[config.mk]
export PLATFORM = sky130hd
export DESIGN_NAME = sliding_window_buffer
export DESIGN_NICKNAME = d
export VERILOG_FILES = /design/src/rtl/swb_pkg.sv /design/src/rtl/swb_line_mem.sv /design/src/rtl/sliding_window_buffer.sv
export SDC_FILE = /design/constraint.sdc
export NUM_CORES = 1
export LEC_CHECK = 0
export ABC_AREA = 1
export CORE_UTILIZATION = 50
export CTS_CLUSTER_DIAMETER = 120
export DETAILED_ROUTE_END_ITERATION = 8
export PLACE_DENSITY = 0.7
export SKIP_LAST_GASP = 1
export SYNTH_ARGS = -nofsm -noshare
export SYNTH_HDL_FRONTEND = slang
export SYNTH_HIERARCHICAL = 1
export SYNTH_SLANG_ARGS = --single-unit
[constraint.sdc]
create_clock -name clk -period 1.93 [get_ports clk]
set_input_delay 0.386 -clock clk [delete_from_list [all_inputs] [get_ports clk]]
set_output_delay 0.386 -clock clk [all_outputs]
set_load 0.01 [all_outputs]
[src/rtl/swb_pkg.sv]
// Shared types and helpers for the sliding-window line buffer.
package swb_pkg;

  typedef enum logic [1:0] {
    ST_FILL,
    ST_STREAM,
    ST_DRAIN
  } state_e;

  // Bit offset of window element (r,c); r=0 is the oldest row, c=0 the leftmost column.
  function automatic int unsigned win_idx(input int unsigned r, input int unsigned c,
                                          input int unsigned k, input int unsigned dw);
    return dw * (r * k + c);
  endfunction

endpackage

[src/rtl/swb_line_mem.sv]
// One image row of pixel storage: single address, combinational read-before-write.
module swb_line_mem #(
  parameter int DATA_W = 8,
  parameter int DEPTH  = 28
) (
  input  logic                       clk,
  input  logic                       we,
  input  logic [$clog2(DEPTH)-1:0]   addr,
  input  logic [DATA_W-1:0]          wdata,
  output logic [DATA_W-1:0]          rdata
);

  logic [DATA_W-1:0] mem_q [DEPTH];

  assign rdata = mem_q[addr];

  always_ff @(posedge clk) begin
    if (we) mem_q[addr] <= wdata;
  end

endmodule

[src/rtl/sliding_window_buffer.sv]
// Raster pixel stream in, every valid KxK window out over valid/ready, frame_end per frame.
// Optional macro SWB_PERF_EN adds stall_cnt / win_cnt performance counters.
module sliding_window_buffer
  import swb_pkg::*;
#(
  parameter int DATA_W = 8,
  parameter int IMG_W  = 28,
  parameter int IMG_H  = 28,
  parameter int K      = 3
) (
  input  logic                       clk,
  input  logic                       reset_n,
  input  logic                       clear,
  input  logic [DATA_W-1:0]          pix_in,
  input  logic                       pix_valid,
  output logic                       pix_ready,
  output logic [K*K*DATA_W-1:0]      win_data,
  output logic                       win_valid,
  input  logic                       win_ready,
  output logic                       frame_end
`ifdef SWB_PERF_EN
  ,
  output logic [15:0]                stall_cnt,
  output logic [15:0]                win_cnt
`endif
);

  localparam int CW = $clog2(IMG_W);
  localparam int RW = $clog2(IMG_H);
  localparam logic [CW-1:0] COL_LAST  = CW'(IMG_W - 1);
  localparam logic [CW-1:0] COL_WIN   = CW'(K - 1);
  localparam logic [RW-1:0] ROW_LAST  = RW'(IMG_H - 1);
  localparam logic [RW-1:0] ROW_WIN   = RW'(K - 1);
  localparam logic [RW-1:0] ROW_FILLD = RW'(K - 2);

  state_e            state_q, state_d;
  logic [CW-1:0]     col_q, col_d;
  logic [RW-1:0]     row_q, row_d;
  logic              win_valid_q, win_valid_d;
  logic              frame_end_q, frame_end_d;
  logic [DATA_W-1:0] win_q [K][K];
  logic [DATA_W-1:0] win_d [K][K];

  logic              pix_acc, win_take, col_wrap;
  logic [DATA_W-1:0] lm_rd   [K-1];
  logic [DATA_W-1:0] lm_wr   [K-1];
  logic [DATA_W-1:0] new_col [K];

  // Line memories cascade upward: the bottom one takes pix_in, each older one takes its neighbour's popped value.
  for (genvar j = 0; j < K - 1; j++) begin : g_lm
    if (j == K - 2) begin : g_bottom
      assign lm_wr[j] = pix_in;
    end else begin : g_upper
      assign lm_wr[j] = lm_rd[j+1];
    end
    assign new_col[j] = lm_rd[j];

    swb_line_mem #(
      .DATA_W (DATA_W),
      .DEPTH  (IMG_W)
    ) u_lm (
      .clk   (clk),
      .we    (pix_acc),
      .addr  (col_q),
      .wdata (lm_wr[j]),
      .rdata (lm_rd[j])
    );
  end
  assign new_col[K-1] = pix_in;

  assign pix_ready = reset_n && !clear && (state_q != ST_DRAIN) && (!win_valid_q || win_ready);
  assign pix_acc   = pix_valid && pix_ready;
  assign win_take  = win_valid_q && win_ready && !clear;
  assign col_wrap  = (col_q == COL_LAST);
  assign win_valid = win_valid_q;
  assign frame_end = frame_end_q;

  always_comb begin
    state_d     = state_q;
    col_d       = col_q;
    row_d       = row_q;
    win_valid_d = win_valid_q;
    frame_end_d = 1'b0;
    win_d       = win_q;

    if (pix_acc) begin
      for (int unsigned r = 0; r < K; r++) begin
        for (int unsigned c = 0; c < K - 1; c++) win_d[r][c] = win_q[r][c+1];
        win_d[r][K-1] = new_col[r];
      end
      col_d = col_wrap ? '0 : col_q + 1'b1;
      if (col_wrap) row_d = (row_q == ROW_LAST) ? '0 : row_q + 1'b1;
    end

    if (pix_acc && (row_q >= ROW_WIN) && (col_q >= COL_WIN)) win_valid_d = 1'b1;
    else if (win_take)                                        win_valid_d = 1'b0;

    case (state_q)
      ST_FILL:   if (pix_acc && (row_q == ROW_FILLD) && col_wrap) state_d = ST_STREAM;
      ST_STREAM: if (pix_acc && (row_q == ROW_LAST) && col_wrap)  state_d = ST_DRAIN;
      ST_DRAIN: begin
        if (win_take) begin
          state_d     = ST_FILL;
          frame_end_d = 1'b1;
          col_d       = '0;
          row_d       = '0;
        end
      end
      default:   state_d = ST_FILL;
    endcase

    if (clear) begin
      state_d     = ST_FILL;
      col_d       = '0;
      row_d       = '0;
      win_valid_d = 1'b0;
      frame_end_d = 1'b0;
    end
  end

  always_comb begin
    win_data = '0;
    for (int unsigned r = 0; r < K; r++) begin
      for (int unsigned c = 0; c < K; c++) win_data[win_idx(r, c, K, DATA_W) +: DATA_W] = win_q[r][c];
    end
  end

  always_ff @(posedge clk or negedge reset_n) begin
    if (!reset_n) begin
      state_q     <= ST_FILL;
      col_q       <= '0;
      row_q       <= '0;
      win_valid_q <= 1'b0;
      frame_end_q <= 1'b0;
      for (int unsigned r = 0; r < K; r++) begin
        for (int unsigned c = 0; c < K; c++) win_q[r][c] <= '0;
      end
    end else begin
      state_q     <= state_d;
      col_q       <= col_d;
      row_q       <= row_d;
      win_valid_q <= win_valid_d;
      frame_end_q <= frame_end_d;
      win_q       <= win_d;
    end
  end

`ifdef SWB_PERF_EN
  logic [15:0] stall_cnt_q, stall_cnt_d;
  logic [15:0] win_cnt_q, win_cnt_d;

  // Counters clear one edge after frame_end so the totals stay readable during the pulse.
  always_comb begin
    stall_cnt_d = stall_cnt_q;
    win_cnt_d   = win_cnt_q;
    if (clear || frame_end_q) begin
      stall_cnt_d = '0;
      win_cnt_d   = '0;
    end else begin
      if (win_valid_q && !win_ready && (stall_cnt_q != '1)) stall_cnt_d = stall_cnt_q + 1'b1;
      if (win_take) win_cnt_d = win_cnt_q + 1'b1;
    end
  end

  always_ff @(posedge clk or negedge reset_n) begin
    if (!reset_n) begin
      stall_cnt_q <= '0;
      win_cnt_q   <= '0;
    end else begin
      stall_cnt_q <= stall_cnt_d;
      win_cnt_q   <= win_cnt_d;
    end
  end

  assign stall_cnt = stall_cnt_q;
  assign win_cnt   = win_cnt_q;
`endif

endmodule
==> After elaboration in Yosys (flattened, before gate mapping) <==
Memory sizes are Yosys's and may differ from the RTL's. A register that Yosys moved wholly into a read port is not among the register bits.
Cells that the tools add are included.
{ "word_totals": {"ff_bits": 78, "mem_bits_rw": 448, "input_bits": 13, "output_inout_bits": 75, "wordCells": 71, "n_memories": 2} }
{ "mem_list": {"columns": ["name", "words", "width", "read_ports", "rd_ports_with_merged_regs", "wr", "line_no", "text"], "rows": [
  ["g_lm[0].u_lm.mem_q", 28, 8, 1, 1, 1, "swb_line_mem.sv:13", "logic [DATA_W-1:0] mem_q [DEPTH];"],
  ["g_lm[1].u_lm.mem_q", 28, 8, 1, 0, 1, "swb_line_mem.sv:13", null]
]} }
{ "op_classes": {"n_addsub": 2, "magnitude_cmp": 2, "n_eq_ne": 9, "n_mux": 24, "n_reduce_logical": 19} }
{ "ops": {"columns": ["cell", "count"], "rows": [
  ["$mux W5", 11],
  ["$logic_and A1 B1 Y1", 12],
  ["$add A5 B1 Y5 const B", 2],
  ["$eq A5 B5 Y1 const B", 2],
  ["$ge A5 B2 Y1 const B", 2],
  ["$ne A3 B3 Y1 const B", 3],
  ["$mux W1", 8],
  ["$mux W2", 4],
  ["$pmux W2 S3", 1],
  ["$eq A5 B1 Y1 const B", 1],
  ["$logic_not A1 Y1", 3],
  ["$reduce_and A3 Y1", 1],
  ["$reduce_bool A3 Y1", 1],
  ["$eq A2 B1 Y1 const B", 1],
  ["$eq A2 B2 Y1 const B", 1],
  ["$logic_not A2 Y1", 1],
  ["$ne A2 B2 Y1 const B", 1],
  ["$logic_or A1 B1 Y1", 1]
]} }

==> Depth between registers and ports, before layout <==
Gate-level depths: netlist (run 1).
{ "depth": {"depth_word": 10, "mapped_depth": 14, "depth_no_buf": 11} }

==> Cells and area by module <==
The synthesis (run 1) kept the hierarchy.
{ "modules_own_cells": {"columns": ["module", "n_inst", "cells_per_inst", "area_each_um2", "seq_area_each_um2"], "rows": [
  ["swb_line_mem", 2, 909, 9414.0, 6726.5],
  ["sliding_window_buffer", 1, 421, 3594.7, 2152.1]
]} }

==> Least setup slack after synthesis (run 1) <==
Ideal clock, no wire load.
{ "synth_timing": {"path_type": "reg2reg", "startpoint": "register win_valid_q, in the netlist win_valid", "endpoint": "memory g_lm[0].u_lm.mem_q[13][0] (enable)", "setup_ns": 0.370, "t_arrival_ns": 1.758, "required_ns": 1.560, "slack_ns": -0.198, "path_stages_with_launch": 9, "path_buffers": 1, "period_less_slack_ns": 2.128, "path_cell_list": "dfrtp_1 -> inv_1 -> nor2_1 -> nor2_4 -> nand3_4 -> inv_4 -> buf_2 -> nand3_1 -> nor2_1"} }
{ "synth_between": {"elab_chain_cells": 6} }
{ "synth_rtl": {"columns": ["element", "line_no", "text"], "rows": [
  ["from (decl)", "sliding_window_buffer.sv:39", "logic win_valid_q, win_valid_d;"],
  ["from (signal assigned)", "sliding_window_buffer.sv:142", "win_valid_q <= win_valid_d;"],
  ["$logic_not A1 Y1", "sliding_window_buffer.sv:71", "assign pix_ready = reset_n && !clear && (state_q != ST_DRAIN) && (!win_valid_q || win_ready);"],
  ["$logic_or A1 B1 Y1", "sliding_window_buffer.sv:71", null],
  ["$logic_and A1 B1 Y1", "sliding_window_buffer.sv:71", null],
  ["$logic_and A1 B1 Y1", "sliding_window_buffer.sv:72", "assign pix_acc = pix_valid && pix_ready;"],
  ["named net pix_acc", "sliding_window_buffer.sv:44", "logic pix_acc, win_take, col_wrap;"],
  ["$mux W1", "swb_line_mem.sv:18", "if (we) mem_q[addr] <= wdata;"],
  ["$mux W1 (not written as such)", "swb_line_mem.sv:18", null],
  ["to (decl)", "swb_line_mem.sv:13", null]
]} }
The timed path passes the listed nets, and every way through them passes these cells.

==> reports/metrics.cfg, run 1 <==
[routing]
drtPass1Iterations = 6
drt-initial-drc-count = 1733
routedWlPerCell_um = 19.0
via_per_inst = 5.31
drt_drc_violations_left = 0
vias = 16200
wirelength_mm = 58.1
antenna_left = 0

[place]
hpwl_mm = 33.4
portBuffers = 87
gp_congestion = 0.888

[timing]
layout_setup_ws_ns = -0.165
tightest_slew_ns = 0.644
hold_slack_ns = 0.414
finalMaxSlewViolations = 0
hold_viol_final = 0
fmax_mhz = 477
finalCritPeriodShare_pct = 109
period_minus_slack_ns = 2.10
setup_viol = 561
worst_clock_skew_ns = 0.0214
slew-limit-headroom_pct = 57.1
rsz0062_at_grt = true

[critical_path]
end_kind = flop
cp_data_arrival_time_ns = 2.42
timing.rr.end = g_lm[0].u_lm/mem_q[21][5]
path_common_cell = nand2_1
reg2reg_slack_ns = -0.17
crit_required_ns = 2.25
critPathSlowestCell = dfrtp_4
crit_chain = buf_12 -> clkbuf_16 -> nand2_1 -> nand2_1 -> nand2_1 -> nand2_1 -> nand2_1 -> nand2_1 -> nor2_2 -> nand2_4 -> clkbuf_16
slowest_delay_ns = 0.57
crit_start = col_q[0]
path_buf_inv = 3
crit_type = flop to flop
crit_family = simple AND/OR/NAND/NOR gates
startpoint_type = flop
r2r_cells = 11
critical_path_depth = 11
endpoint = g_lm[0].u_lm/mem_q[21][5]
worst-path-max-fanout = 14
rr_startpoint = col_q[0]

[clock_tree]
clockRootBuffer = clkbuf_16
htree_levels = 2
clk_pin_slew_ns = 0.06
cts_tree = built
cts_buffers = 52
insertion_delay_ns = 0.58
cts_sinks = 534
clockBufferDepth = 3

[synth]
ys_seq_area_share_pct = 69.6
dominantRegCellSynth = edfxtp_1
synth_top_area_share_pct = 60.0
synth_area_leader_cell = edfxtp_1
yosysUniqueCellTypes = 28
synth_area_leaders = edfxtp_1 (60%), nand2_1 (22%), dfrtp_1 (9.6%)
synth_most_common_cell = nand2_1
synth.avg_cell_area_sq_um = 10.0
async_reset_ff_share_pct = 16.1
syn-instance-count = 2239
syn_nets = 2257
synth_edf_count = 448
synth.top_cells.by_count = nand2_1 (1327), edfxtp_1 (448), nor2_1 (135)
syn_area_sq_mm = 0.0224
ys_ff_latch = 534
ys_warn_count = 6

[floorplan]
core-area_sq_mm = 0.0442
ios = 88
num_rows = 77
die_h_um = 214
die-area_sq_mm = 0.0457
die_x_um = 214
initial_utilization_pct = 50.7

[grt]
antenna_found_initial = 1
grt-ovfl-total = 0
grt_first_pass_wirelength_mm = 83.7
grt_pass1_vias = 15500
grt_max_degree = 76
grtUsageTotal_pct = 24.2

[layout]
synthToLayoutAreaGrowth_pct = 24.4
drive_gt1_share_pct = 14.8
fin_nets = 2436
final_util_pct = 63.1

[status]
violations = negative setup slack
status = finished with violations

[pwr]
cellPowerDensity_mw_per_mm2 = 959
ir_worst_vdd_mv = 0.903
p_leak_nw = 11.6

[run]
drv_cap = 0

[worst_hold_path]
hold_path.class = input port to flop

==> through the flow <==
stage | power [mW] | instance area [sq um] | setup TNS (ns) | worst slack (ns) | cells
final | 26.7 | 27900 | -43.39 | -0.165 | 3051
after global routing | 27.6 | 27900 | -84.99 | -0.218 | 3050
after CTS | 26.5 | 27100 | -27.69 | -0.136 | 3026
after detailed placement | 16.2 | 25300 | -204.23 | -0.404 | 2926
after global placement | 16.2 | 25300 | -200.54 | -0.386 | 2926
after floorplan | 14.6 | 22900 | -7.06 | -0.0225 | 2239
==> metal layers <==
metal  GRT usage [%]  part of all wire, %  vias to the layer above  wire [um]
met3            3.30                  7.8                      142       4510
met4            8.15                  3.2                        2       1870
met1            31.5                   39                     7784      22900
met2            41.6                   50                      709      28800
met5               0                0.026                        -         15
li1                -                    -                     7578          -
==> cell usage in the layout, fill, tap and decap left out, drive strengths merged, types with 5 or more instances in the layout <==
master	Yosys	layout
dfrtp	86	86
clkdlybuf4s50	0	85
inv	53	55
nor2	141	141
clkbuf	22	80
a21oi	9	9
nand3	32	32
nand4	6	6
edfxtp	448	448
nor3	14	14
ha	5	5
bufinv	0	7
o21ai	22	22
buf	68	111
nand2	1328	1328
clkinv	2	23
==> power breakdown <==
part           internal [mW]  switching (mW)  total, mW
Sequential              13.0           0.285       13.3
Combinational           1.38            1.78       3.15
Clock                   6.11            4.23       10.3
==> cell type report <==
type                    instances  area (sq um)
inverters                      55           221
multi-input cells            1560          6840
well taps                     592           741
clock inverters                31           327
repair buffers                215          2750
fillers                      3347         16300
clock buffers                  63          1410
diodes                          1          2.50
flip-flops and latches        534         15600
==> sequential cells by signal, summed over array words and instances, names as in the netlist <==
signal and flops:
g_lm.u_lm/mem_q 448, win_data 72, col_q 5, row_q 5, state_q 2, frame_end 1, win_valid 1
==> tightest hold or removal path: cells and delay by family <==
family                 cells  cell delay (ns)
AND/OR/NAND/NOR            3             0.22
buffers and inverters      2             0.26
AO/OA/AOI/OAI              1             0.07
==> worst min-delay path by stage <==
stage	from	slack [ns]	cells past startpoint	to
after global routing	reset_n	0.44	6	row_q[1]
after detailed placement	win_data[51]	0.46	2	win_data[51]
after CTS	reset_n	0.40	6	row_q[1]
after global placement	win_data[29]	0.46	2	win_data[29]
final	reset_n	0.41	6	row_q[1]
after floorplan	reset_n	0.09	0	col_q[0]
==> cell families after synthesis <==
| kind of cell | Yosys count | share of synthesized area, % |
|---|---|---|
| simple gates | 1521 | 26.2 |
| xor+xnor | 1 | 0.0391 |
| buf+inv | 145 | 3.15 |
| compound gates | 33 | 0.753 |
| flops | 534 | 69.6 |
| fa+ha+maj | 5 | 0.279 |
==> repair_timing <==
item	CTS	global route
hold buffers	1	0
endpoints found under the hold margin	36	0
pin swaps	1	28
gates cloned	2	23
setup buffers	3	2
gates resized for setup	16	84
endpoints found under the setup margin	435	659
(Power assumes the default switching activity.)
==> inputs of run 2 (changes only) <==
CTS_CLUSTER_DIAMETER = 50   (was 120)
RECOVER_POWER = 100   (was not set)
==> reports/metrics.cfg, run 2 (synthesis gave the netlist of run 1 again) <==
[status]
status = finished with violations
violations = negative setup slack

[timing]
slew-limit-headroom_pct = 41.8
period_minus_slack_ns = 2.09
tightest_slew_ns = 0.873
hold_viol_final = 0
finalMaxSlewViolations = 0
fmax_mhz = 479
finalCritPeriodShare_pct = 108
setup_viol = 520
rsz0062_at_grt = true
worst_clock_skew_ns = 0.0175
layout_setup_ws_ns = -0.159

[pwr]
p_leak_nw = 11.6
pwr-share-comb_pct = 12.4
power_switching_mw = 6.25
clockPowerShare_pct = 37.1
intPower_mw = 20.0
swShare_pct = 23.8
p_seq_share_pct = 50.5
cellPowerDensity_mw_per_mm2 = 939
ir_worst_vdd_mv = 0.887
power_mw = 26.3

[floorplan]
die_x_um = 214
core-area_sq_mm = 0.0442
ios = 88
die-area_sq_mm = 0.0457
initial_utilization_pct = 50.7
die_h_um = 214
num_rows = 77

[critical_path]
end_kind = flop
critPathSlowestCell = dfrtp_4
worst-path-max-fanout = 14
path_common_cell = nand2_1
crit_required_ns = 2.25
crit_chain = buf_12 -> inv_6 -> clkbuf_16 -> nand2_1 -> nand2_1 -> nand2_1 -> nand2_1 -> nand2_1 -> nand2_1 -> nor2_2 -> nand2_4 -> buf_16
crit_family = simple AND/OR/NAND/NOR gates
path_buf_inv = 4
startpoint_type = flop
cp_data_arrival_time_ns = 2.41
crit_type = flop to flop
slowest_delay_ns = 0.48

[layout]
largest_register = g_lm.u_lm/mem_q
drive_gt1_share_pct = 14.8
multiInputGateArea_sq_mm = 0.00686
largest_register_ffs = 448
mostFrequentLayoutCells = nand2_1 (1288), edfxtp_1 (448), dfrtp_1 (82)
diodes = 0
seqCellArea_sq_mm = 0.0156
final_common_cell = nand2_1
synthToLayoutAreaGrowth_pct = 24.7
fin_nets = 2444
fill_cells = 3338

[routing]
drtPass1Iterations = 5
via_per_inst = 5.32
wirelength_mm = 59.0
drt_drc_violations_left = 0
drt-initial-drc-count = 1870
antenna_left = 0
vias = 16300
routedWlPerCell_um = 19.3

[place]
gp_congestion = 0.888
dpl_worst_slack_ns = -0.404
portBuffers = 87
hpwl_mm = 33.4

[clock_tree]
clockRootBuffer = clkbuf_16
cts_buffers = 52
insertion_delay_ns = 0.58
htree_levels = 2
cts_tree = built
cts_sinks = 534
clockBufferDepth = 3
clk_pin_slew_ns = 0.06

[run]
drv_cap = 0

[grt]
grt_pass1_vias = 15600
grt-ovfl-total = 0
grt_first_pass_wirelength_mm = 86.5
antenna_found_initial = 2
grtUsageTotal_pct = 25.1
grt_max_degree = 76

[worst_hold_path]
hold_path.class = input port to flop

## run 2: changes by cell type in the layout (fill, tap and decap cells not counted), moves of 7 or more
cell,delta
clkbuf_2,+8
clkbuf_1,+9
clkdlybuf4s50_1,-8
nand2_1,+7
buf_16,+12
dlygate4sd3_1,+8
## run 2: what timing repair did
item                                    CTS  global route
resized for setup                        59            66
endpoints found under the setup margin  398           671
endpoints found under the hold margin    36             0
pin swaps                                13            21
hold buffers                              1             0
gates cloned                             13            17
setup buffers                             7             1
## run 2: path summary, 6_finish.rpt
check	from	endpoint	slack (ns)	depth (start not counted)
max in group asynchronous	reset_n	col_q[1]	0.18	4
min	reset_n	row_q[1]	0.45	6
max	col_q[0]	g_lm[0].u_lm/mem_q[11][0]	-0.16	12
min reg2reg	win_data[51]	win_data[51]	0.48	2
min in group asynchronous	reset_n	win_data[26]	0.57	3
max reg2reg	col_q[0]	g_lm[0].u_lm/mem_q[11][0]	-0.16	12
## run 2: final cells by class
cell class	count	area share (%)
clock buffers	74	5.29
multi-input cells	1560	24.5
repair inverters	1	0.0313
repair buffers	222	10.3
clock inverters	19	0.532
inverters	55	0.819
well taps	592	2.65
flip-flops and latches	534	55.8
## run 2: power by group through the flow
stage / Sequential, mW / Clock [mW] / Combinational, mW
2_1_floorplan: 13.6 / 0 / 1.04
3_5_place_dp: 13.5 / 0 / 2.74
6_report: 13.3 / 9.75 / 3.24
5_1_grt: 13.3 / 10.3 / 3.50
4_1_cts: 13.3 / 9.84 / 3.04
3_3_place_gp: 13.5 / 0 / 2.71
## run 2: per-layer routing
layer	share of wire (%)	track usage (%)	wire [um]
met5	0	0	0
met4	3.6	8.97	2110
met3	7.6	3.43	4470
met2	50	43.2	29200
met1	39	32.6	23200
## run 2: stage by stage
stage	std cells	utilization (%)	hold WS (ns)	area, sq um	TNS [ns]
floorplan	2239	-	0.0904	22900	-7.06
global route	3057	63.2	0.484	28000	-74.23
CTS	3039	62.1	0.398	27500	-22.03
finish	3057	63.2	0.455	28000	-32.94
detailed placement	2926	57.1	0.464	25300	-204.23
global placement	2926	57.1	0.461	25300	-200.54
## run 2: tightest hold or removal path: stages
cell and delay [ns]:
clkbuf_1 0.14, nand2_1 0.14, nor2_4 0.06, nand4_1 0.06
buf_4 0.13, a21oi_1 0.07
==> inputs of run 3 (changes only) <==
MAX_ROUTING_LAYER = met4   (was not set)
==> reports/metrics.cfg, run 3 (synthesis gave the netlist of run 1 again) <==
[critical_path]
end_kind = flop
cp_data_arrival_time_ns = 2.40
startpoint_type = flop
crit_type = flop to flop
crit_required_ns = 2.28
worst-path-max-fanout = 35

[pwr]
clockPowerShare_pct = 40.2
p_leak_nw = 11.5
ir_worst_vdd_mv = 1.17
pwr-share-comb_pct = 11.0
cellPowerDensity_mw_per_mm2 = 983
intPower_mw = 20.7
swShare_pct = 23.5
power_switching_mw = 6.38
p_seq_share_pct = 48.9

[timing]
rsz0062_at_grt = true
finalMaxSlewViolations = 0
slew-limit-headroom_pct = 2.91
layout_setup_ws_ns = -0.119
hold_slack_ns = 0.478
finalSetupTns_ns = -16.21
period_minus_slack_ns = 2.05
finalCritPeriodShare_pct = 106
worst_clock_skew_ns = 0.0193
hold_viol_final = 0
tightest_slew_ns = 1.46
fmax_mhz = 488
setup_viol = 369

[floorplan]
die_h_um = 214
die_x_um = 214
num_rows = 77
core-area_sq_mm = 0.0442
initial_utilization_pct = 50.7
ios = 88
die-area_sq_mm = 0.0457

[layout]
seqCellArea_sq_mm = 0.0156
fin_nets = 2434
fill_cells = 3460
mostFrequentLayoutCells = nand2_1 (1300), edfxtp_1 (448), dfrtp_1 (83)
drive_gt1_share_pct = 13.5
multiInputGateArea_sq_mm = 0.00673
synthToLayoutAreaGrowth_pct = 23.0
final_common_cell = nand2_1
largest_register = g_lm.u_lm/mem_q
largest_register_ffs = 448
finish.instance_area_sq_mm = 0.0276
diodes = 0
final_cell_count_no_fill = 3054

[routing]
wirelength_mm = 56.2
drt_drc_violations_left = 0
drt-initial-drc-count = 1536
via_per_inst = 5.22
drtPass1Iterations = 6
antenna_left = 0
vias = 15900
routedWlPerCell_um = 18.4

[place]
gp_congestion = 0.883
dpl_worst_slack_ns = -0.371
dpl-instance-area_sq_mm = 0.0252
portBuffers = 87
placed_cells = 2928
hpwl_mm = 33.4

[clock_tree]
insertion_delay_ns = 0.61
clockBufferDepth = 3
cts_tree = built
clk_pin_slew_ns = 0.06
clockRootBuffer = clkbuf_16
cts_sinks = 534
htree_levels = 2
cts_buffers = 55

[status]
violations = negative setup slack
status = finished with violations

[grt]
grt_max_degree = 76
grt_first_pass_wirelength_mm = 83.7
antenna_found_initial = 1
grt-ovfl-total = 0
grt_pass1_vias = 15500
grtUsageTotal_pct = 25.1

[worst_hold_path]
hold_path.class = flop to flop

[run]
drv_cap = 0

-- run 3: stage by stage --
stage	power (mW)	util, %
floorplan	14.6	-
global placement	16.2	57.0
detailed placement	16.2	57.0
CTS	27.1	61.7
global route	28.0	62.4
finish	27.1	62.4
-- run 3: timing repair --
action / CTS / global route
endpoints found under the setup margin: 444 / 764
cloned: 3 / 12
gates resized for setup: 20 / 38
pin swaps: 1 / 12
endpoints found under the hold margin: 36 / 0
hold buffers: 1 / 0
buffers inserted: 5 / 2
-- run 3: cell type report --
cell class	instances	area share, %
well taps	592	2.69
flip-flops and latches	534	56.6
clock inverters	29	1.15
clock buffers	74	5.66
repair buffers	210	8.77
inverters	55	0.757
multi-input cells	1560	24.4
-- run 3: worst max-delay path, cell delays in order, from the launching register on --
cell and delay (ns):
dfrtp_4 0.53, buf_6 0.16, buf_12 0.16, nand2_1 0.07
nand2_1 0.05, nand2_1 0.06, nand2_1 0.06, nand2_2 0.08
nand2_2 0.07, nor2_4 0.12, nand2_4 0.12, buf_12 0.15
buf_16 0.13
-- run 3: per-layer routing --
metal	vias to the layer above	part of all wire, %	global-route usage, %	routed length, um
met3	96	7.5	4.06	4220
li1	7585	-	-	-
met5	-	0	-	0
met1	7623	41	31.9	22900
met4	0	2.2	7.49	1260
met2	636	50	41.5	27800
-- run 3: power by group through the flow --
stage / combinational [mW] / clock (mW) / sequential [mW]
finish: 2.97 / 10.9 / 13.3
global route: 3.24 / 11.4 / 13.3
CTS: 2.85 / 11.0 / 13.3
detailed placement: 2.75 / 0 / 13.5
global placement: 2.72 / 0 / 13.5
floorplan: 1.04 / 0 / 13.6
-- run 3: worst paths after layout --
kind | start | endpoint | slack, ns | cells after the start
min in group asynchronous | reset_n | win_data[24] | 0.53 | 3
max in group asynchronous | reset_n | col_q[1] | 0.22 | 4
hold reg to reg | win_data[51] | win_data[51] | 0.48 | 2
setup reg to reg | col_q[0] | g_lm[0].u_lm/mem_q[17][5] | -0.12 | 12
setup / recovery | col_q[0] | g_lm[0].u_lm/mem_q[17][5] | -0.12 | 12
hold / removal | win_data[51] | win_data[51] | 0.48 | 2
